## src/rtl/wb_pwm_mc_pkg.sv

```systemverilog
// Shared constants for the wb_pwm_mc PWM peripheral: register byte addresses
// and CTRL bit positions.
package wb_pwm_mc_pkg;

  localparam logic [7:0] ADR_CTRL      = 8'h00;
  localparam logic [7:0] ADR_PERIOD    = 8'h04;
  localparam logic [7:0] ADR_PSC       = 8'h08;
  localparam logic [7:0] ADR_DT        = 8'h0C;
  localparam logic [7:0] ADR_DUTY_BASE = 8'h10;

  localparam int CTRL_EN           = 0;
  localparam int CTRL_FORCE_UPDATE = 1;

endpackage

```

## src/rtl/pwm_deadtime.sv

```systemverilog
// Complementary output stage for one PWM channel: registers raw into hi/lo
// and blanks both sides for dt clocks after every raw edge.
module pwm_deadtime
  import wb_pwm_mc_pkg::*;
#(
  parameter int DT_W = 8
) (
  input  logic            clk,
  input  logic            rst,
  input  logic            raw,
  input  logic [DT_W-1:0] dt,
  input  logic            enable,
  output logic            hi,
  output logic            lo
);

  logic            raw_q;
  logic [DT_W-1:0] dt_cnt;

  // dt_cnt holds the blank cycles still owed after the current one, so a
  // dead-time of dt yields exactly dt clocks with both sides low.
  always_ff @(posedge clk or posedge rst) begin
    if (rst) begin
      raw_q  <= 1'b0;
      dt_cnt <= '0;
      hi     <= 1'b0;
      lo     <= 1'b0;
    end else begin
      raw_q <= raw;
      if (!enable) begin
        hi     <= 1'b0;
        lo     <= 1'b0;
        dt_cnt <= '0;
      end else if (raw != raw_q) begin
        if (dt == '0) begin
          hi     <= raw;
          lo     <= ~raw;
          dt_cnt <= '0;
        end else begin
          hi     <= 1'b0;
          lo     <= 1'b0;
          dt_cnt <= dt - 1'b1;
        end
      end else if (dt_cnt != '0) begin
        hi     <= 1'b0;
        lo     <= 1'b0;
        dt_cnt <= dt_cnt - 1'b1;
      end else begin
        hi <= raw;
        lo <= ~raw;
      end
    end
  end

endmodule

```

## src/rtl/wb_pwm_mc.sv

```systemverilog
// Multi-channel Wishbone PWM generator: one shared prescaled counter, per-channel
// compare and dead-time, double-buffered PERIOD/DUTY/DT loaded at period wrap.
module wb_pwm_mc
  import wb_pwm_mc_pkg::*;
#(
  parameter int RES      = 16,
  parameter int CHANNELS = 4,
  parameter int PSC_W    = 16,
  parameter int DT_W     = 8
) (
  input  logic                clk,
  input  logic                rst,
  input  logic                wb_stb_i,
  input  logic                wb_cyc_i,
  input  logic                wb_we_i,
  input  logic [31:0]         wb_adr_i,
  input  logic [3:0]          wb_sel_i,
  input  logic [31:0]         wb_dat_i,
  output logic [31:0]         wb_dat_o,
  output logic                wb_ack_o,
  output logic [CHANNELS-1:0] pwm_out,
  output logic [CHANNELS-1:0] pwm_n_out,
  output logic                period_tick
);

  // Handshake: an access starts when stb&cyc are high and no ack is pending;
  // that edge commits the write / captures read data and sets ack_q, the next
  // edge clears it, so each access gets exactly one wait state and one ack.
  logic       ack_q;
  logic       access;
  logic       wr;
  logic [7:0] adr;
  logic [31:0] rd_data;

  logic                en, force_q;
  logic [RES-1:0]      period, period_sh, cnt;
  logic [PSC_W-1:0]    psc, psc_cnt;
  logic [DT_W-1:0]     dt, dt_sh;
  logic [RES-1:0]      duty    [CHANNELS];
  logic [RES-1:0]      duty_sh [CHANNELS];
  logic [CHANNELS-1:0] raw;

  logic en_nxt, en_rise, tick, wrap, load_sh, dt_en;
  logic unused_bits;

  assign adr         = wb_adr_i[7:0];
  assign access      = wb_stb_i & wb_cyc_i & ~ack_q;
  assign wr          = access & wb_we_i;
  assign wb_ack_o    = wb_stb_i & wb_cyc_i & ack_q;
  assign unused_bits = ^{wb_sel_i, wb_adr_i, wb_dat_i};

  always_comb begin
    rd_data = '0;
    if (adr == ADR_CTRL)        rd_data[CTRL_EN]   = en;
    else if (adr == ADR_PERIOD) rd_data[RES-1:0]   = period;
    else if (adr == ADR_PSC)    rd_data[PSC_W-1:0] = psc;
    else if (adr == ADR_DT)     rd_data[DT_W-1:0]  = dt;
    for (int i = 0; i < CHANNELS; i++)
      if (adr == ADR_DUTY_BASE + 8'(4 * i)) rd_data[RES-1:0] = duty[i];
  end

  always_ff @(posedge clk or posedge rst) begin
    if (rst) begin
      ack_q    <= 1'b0;
      wb_dat_o <= '0;
      en       <= 1'b0;
      force_q  <= 1'b0;
      period   <= '1;
      psc      <= '0;
      dt       <= '0;
      for (int i = 0; i < CHANNELS; i++) duty[i] <= '0;
    end else begin
      ack_q   <= access;
      force_q <= wr && (adr == ADR_CTRL) && wb_dat_i[CTRL_FORCE_UPDATE];
      if (access && !wb_we_i) wb_dat_o <= rd_data;
      if (wr) begin
        if (adr == ADR_CTRL)   en     <= wb_dat_i[CTRL_EN];
        if (adr == ADR_PERIOD) period <= wb_dat_i[RES-1:0];
        if (adr == ADR_PSC)    psc    <= wb_dat_i[PSC_W-1:0];
        if (adr == ADR_DT)     dt     <= wb_dat_i[DT_W-1:0];
        for (int i = 0; i < CHANNELS; i++)
          if (adr == ADR_DUTY_BASE + 8'(4 * i)) duty[i] <= wb_dat_i[RES-1:0];
      end
    end
  end

  // en_nxt lets a disabling write force the safe state on its own commit edge.
  assign en_nxt      = (wr && adr == ADR_CTRL) ? wb_dat_i[CTRL_EN] : en;
  assign en_rise     = en_nxt & ~en;
  assign tick        = en && (psc_cnt >= psc);
  assign wrap        = tick && (cnt >= period_sh);
  assign load_sh     = wrap | en_rise | force_q;
  assign period_tick = wrap;
  assign dt_en       = en & en_nxt;

  always_ff @(posedge clk or posedge rst) begin
    if (rst) begin
      cnt       <= '0;
      psc_cnt   <= '0;
      period_sh <= '1;
      dt_sh     <= '0;
      for (int i = 0; i < CHANNELS; i++) duty_sh[i] <= '0;
    end else begin
      if (!en_nxt || en_rise) begin
        cnt     <= '0;
        psc_cnt <= '0;
      end else if (tick) begin
        psc_cnt <= '0;
        cnt     <= wrap ? '0 : cnt + 1'b1;
      end else begin
        psc_cnt <= psc_cnt + 1'b1;
      end
      if (load_sh) begin
        period_sh <= period;
        dt_sh     <= dt;
        for (int i = 0; i < CHANNELS; i++) duty_sh[i] <= duty[i];
      end
    end
  end

  for (genvar i = 0; i < CHANNELS; i++) begin : g_ch
    assign raw[i] = cnt < duty_sh[i];
    pwm_deadtime #(.DT_W(DT_W)) u_dt (
      .clk    (clk),
      .rst    (rst),
      .raw    (raw[i]),
      .dt     (dt_sh),
      .enable (dt_en),
      .hi     (pwm_out[i]),
      .lo     (pwm_n_out[i])
    );
  end

endmodule

```

## config.mk

```make
export PLATFORM = sky130hd
export DESIGN_NAME = wb_pwm_mc
export DESIGN_NICKNAME = d
export VERILOG_FILES = /design/src/rtl/wb_pwm_mc_pkg.sv /design/src/rtl/pwm_deadtime.sv /design/src/rtl/wb_pwm_mc.sv
export SDC_FILE = /design/constraint.sdc
export NUM_CORES = 1
export LEC_CHECK = 0
export CORE_UTILIZATION = 55
export CTS_CLUSTER_DIAMETER = 50
export DETAILED_ROUTE_END_ITERATION = 10
export PLACE_DENSITY = 0.75
export SYNTH_ARGS = -nofsm -noshare
export SYNTH_HDL_FRONTEND = slang
export SYNTH_SLANG_ARGS = --single-unit
```

## constraint.sdc

```tcl
create_clock -name clk -period 11.6 [get_ports clk]
set_clock_uncertainty 0.1 [all_clocks]
set_input_delay 1.74 -clock clk [delete_from_list [all_inputs] [get_ports clk]]
set_output_delay 1.74 -clock clk [all_outputs]
set_load 0.01 [all_outputs]
```

==> reports/results.md <==
## Logic synthesis
* 0 — number of enable-type register cells in the synthesized netlist
* 47.4% — sequential share of the synthesized area
* 0 — Synth warnings
* 10.9 um^2 — post-synthesis average cell area
* 41.8% — area share of the largest cell type after synthesis
* dfrtp_1 42%, mux2_2 13%, ha_1 8.2%, dfstp_2 5.5%, inv_1 2.7% — most area-consuming cells after synthesis
* 100% — proportion of register bits with asynchronous set or reset after synthesis
* 287 — flip-flop and latch count after synthesis
* 55 — post-synthesis cell type count
* 15300 um^2 — netlist area before placement
* 1397 — gate count of the mapped netlist
* dfrtp_1 — most area-hungry cell type in the Yosys netlist
* dfrtp_1 — prevailing post-synth register cell
* dfrtp_1 — count leader, synth
* 255 x dfrtp_1, 180 x mux2_2, 111 x inv_1 — Post-synth top cells

## Routing
* 10800 — routed via count
* 0 — DRC violation count after routing
* 36700 um — DRT Wirelength
* 822 — initial detailed-routing violation count
* 20.0 um — average wire length per cell after detail routing
* 0 — number of antenna-violating nets in the routed design
* 5 — first drt pass iteration count
* 5.88 — number of vias per cell after detailed routing

## Place
* 54 — IO buf count
* 25900 um — hpwl dp
* 6.47 ns — Worst Setup Slack post-DPL
* 0.851 — last weighted congestion value of the routability-driven placer
* 16000 um^2 — Cell Area, Placed
* 1779 — dpl cells

## Timing
* 0 — final number of max-transition violations
* 0 — Setup Viol. Count Final
* 6.11 ns — post-route worst setup slack
* no — unrepaired setup endpoints after global routing
* 5.49 ns — Final Critical Period
* 47.3% — final period utilization
* 182 MHz — Max Clock Freq
* 1.16 ns — measured slew at the worst slew-check pin
* 0 ns — post-route setup TNS
* 22.9% — max_slew headroom
* 0.377 ns — worst hold slack
* 0 — final-report hold violation count

## Clock tree
* 1 — total number of H-tree levels
* 31 — number of buffers created by CTS
* 0.56 ns — clock latency reported for the late side of the worst-skew pair
* 287 — clock sink count
* 0 — post-CTS setup buffers
* 0.06 ns — clock slew at the register clock pins of the worst setup and hold paths
* clkbuf_16 — clk root buf
* 0 — CTS resizes
* 0 — Post-CTS Hold Buffers
* built — CTS tree
* 3 — CTS max path bufs

## Setup path
* psc[11]$_DFFE_PP0P_ — origin of the critical flop-to-flop path
* 3.65 ns — signal arrival time at the worst endpoint
* duty_sh[59]$_DFFE_PP0P_ — capturing point of the worst reg2reg path
* 10 — FF-to-FF path depth
* reg -> out — kind of critical path
* 7.75 ns — flop2flop setup slack
* flop — nature of the critical path startpoint
* 20 — worst-path maximum fanout
* output port — endpoint class of the critical path
* cnt[13]$_DFFE_PP0P_ — launch point of the worst path
* 9.76 ns — Critical Path RT

## Worst hold path
* reg -> reg — Tightest Hold Check Type
* 1 — Hold Path Depth
* ack_q$_DFF_PP0_ — startpoint of the lowest-slack hold path
* ack_q$_DFF_PP0_ — Hold EP

## Global routing
* 10900 — vias in the first global route
* 0 — remaining global-route overflow
* 26.7% — global router's overall resource usage
* 59100 um — first-pass GRT wire length
* 134 — pin count of the biggest net entering global routing
* 0 — antenna violations before repair

## Power
* 2.96 mW — Power Total
* 39.4% — power share of the sequential group
* 173 nW/um^2 — Power Dens Cells
* 26.7% — part of the power in combinational logic
* 0.143 mV — maximum vdd drop
* 927 uW — switching power
* 2.03 mW — Internal Power
* 31.3% — Sw Ratio
* 8.16 nW — standby leakage power
* 33.8% — Clock power frac

## Final layout
* 7270 um^2 — area of combinational cells with multiple inputs
* 1613 — Nets
* 2186 — count of filler cells inserted in the layout
* 7220 um^2 — register area
* 19.3% — share of post-route cells with drive strength above 1
* 62.9% — Finished Core Util
* 11.8% — Area Overhead vs Synth
* 17000 um^2 — post-route cell area
* 1838 — Cell Count, Final, Fillers Out

## Outcome
* finished clean — result of the run

## Floorplan
* 169 um — DIE WIDTH
* 169 um — die outline height
* 28400 um^2 — die area
* 115 — Top-Level Pins
* 56.3% — Starting Density
* 60 — standard-cell rows
* 27100 um^2 — core area

## Job
* 0 — maximum capacitance violations

[layout by cell type, fill, tap and decap left out, types with 12 or more instances in the layout]
cell type,n
dfrtp_1,255
mux2_2,180
inv_1,110
nand2_1,103
ha_1,100
nor2_1,87
a21oi_1,66
clkdlybuf4s50_1,54
o21ai_0,49
dfstp_2,32
nor3_1,31
clkbuf_16,31
nand3_1,30
mux2i_1,30
xnor2_1,22
and3_1,21
xor2_1,20
mux2_1,20
conb_1,16
nand4_1,15
a22oi_1,14
or3_1,12
o21a_1,12
[sequential cells by signal, indices dropped and copies added (netlist names), 4 cells and up]
signal / cells
psc: 16
psc_cnt: 16
dt_sh: 8
wb_dat_o: 16
period_sh: 16
duty: 64
duty_sh: 64
g_ch.u_dt.lo: 4
cnt: 16
dt: 8
g_ch.u_dt.hi: 4
g_ch.u_dt.raw_q: 4
period: 16
g_ch.u_dt.dt_cnt: 32
[cells by family after synthesis]
| group | count (synthesis) | synth area share [%] |
|---|---|---|
| muxes | 234 | 17.3 |
| adders and majority gates | 100 | 8.20 |
| and+or+nand+nor | 350 | 11.0 |
| other | 1 | 0.0246 |
| xor gates and xnor gates | 42 | 2.41 |
| DFF | 287 | 47.4 |
| buffers and inverters | 180 | 5.32 |
| AOI/OAI and AO/OA | 203 | 8.36 |
[worst max-delay path by stage]
| stage | endpoint | slack (ns) | cells past startpoint |
|---|---|---|---|
| floorplan | ack_q$_DFF_PP0_ | 1.89 | 1 |
| global placement | period[9]$_DFFE_PP1P_ | 6.51 | 6 |
| detailed placement | period[2]$_DFFE_PP1P_ | 6.47 | 6 |
| CTS | period_tick | 6.11 | 7 |
| global route | period_tick | 5.98 | 7 |
| finish | period_tick | 6.11 | 7 |
[power groups by stage]
stage | Sequential [mW] | Clock, mW | Combinational [mW]
2_1_floorplan | 1.16 | 0 | 0.636
3_3_place_gp | 1.18 | 0 | 0.764
3_5_place_dp | 1.18 | 0 | 0.789
4_1_cts | 1.16 | 1.01 | 0.795
5_1_grt | 1.18 | 1.05 | 0.872
6_report | 1.17 | 1.00 | 0.791
[area by class of cell]
| cell class | count | share of cell area, % |
|---|---|---|
| well taps | 372 | 2.73 |
| repair buffers | 64 | 3.61 |
| flip-flops and latches | 287 | 42.4 |
| inverters | 111 | 2.49 |
| multi-input cells | 945 | 42.7 |
| clock inverters | 16 | 1.03 |
| diodes | 1 | 0.0147 |
| clock buffers | 42 | 5.09 |
[critical path, cell delays in order (launching register included)]
cell	delay (ns)
dfrtp_1	0.53
ha_1	0.38
nand4_1	0.17
or4_1	0.54
o211ai_1	0.23
buf_4	0.27
and3_1	0.37
clkdlybuf4s50_1	0.60
[layer usage]
layer / GRT usage [%] / part of all wire (%)
met2: 43.3 / 46
met3: 3.95 / 4.8
met5: 0 / 0
met4: 7.27 / 2.5
met1: 37.6 / 46
(Power assumes the default switching activity.)
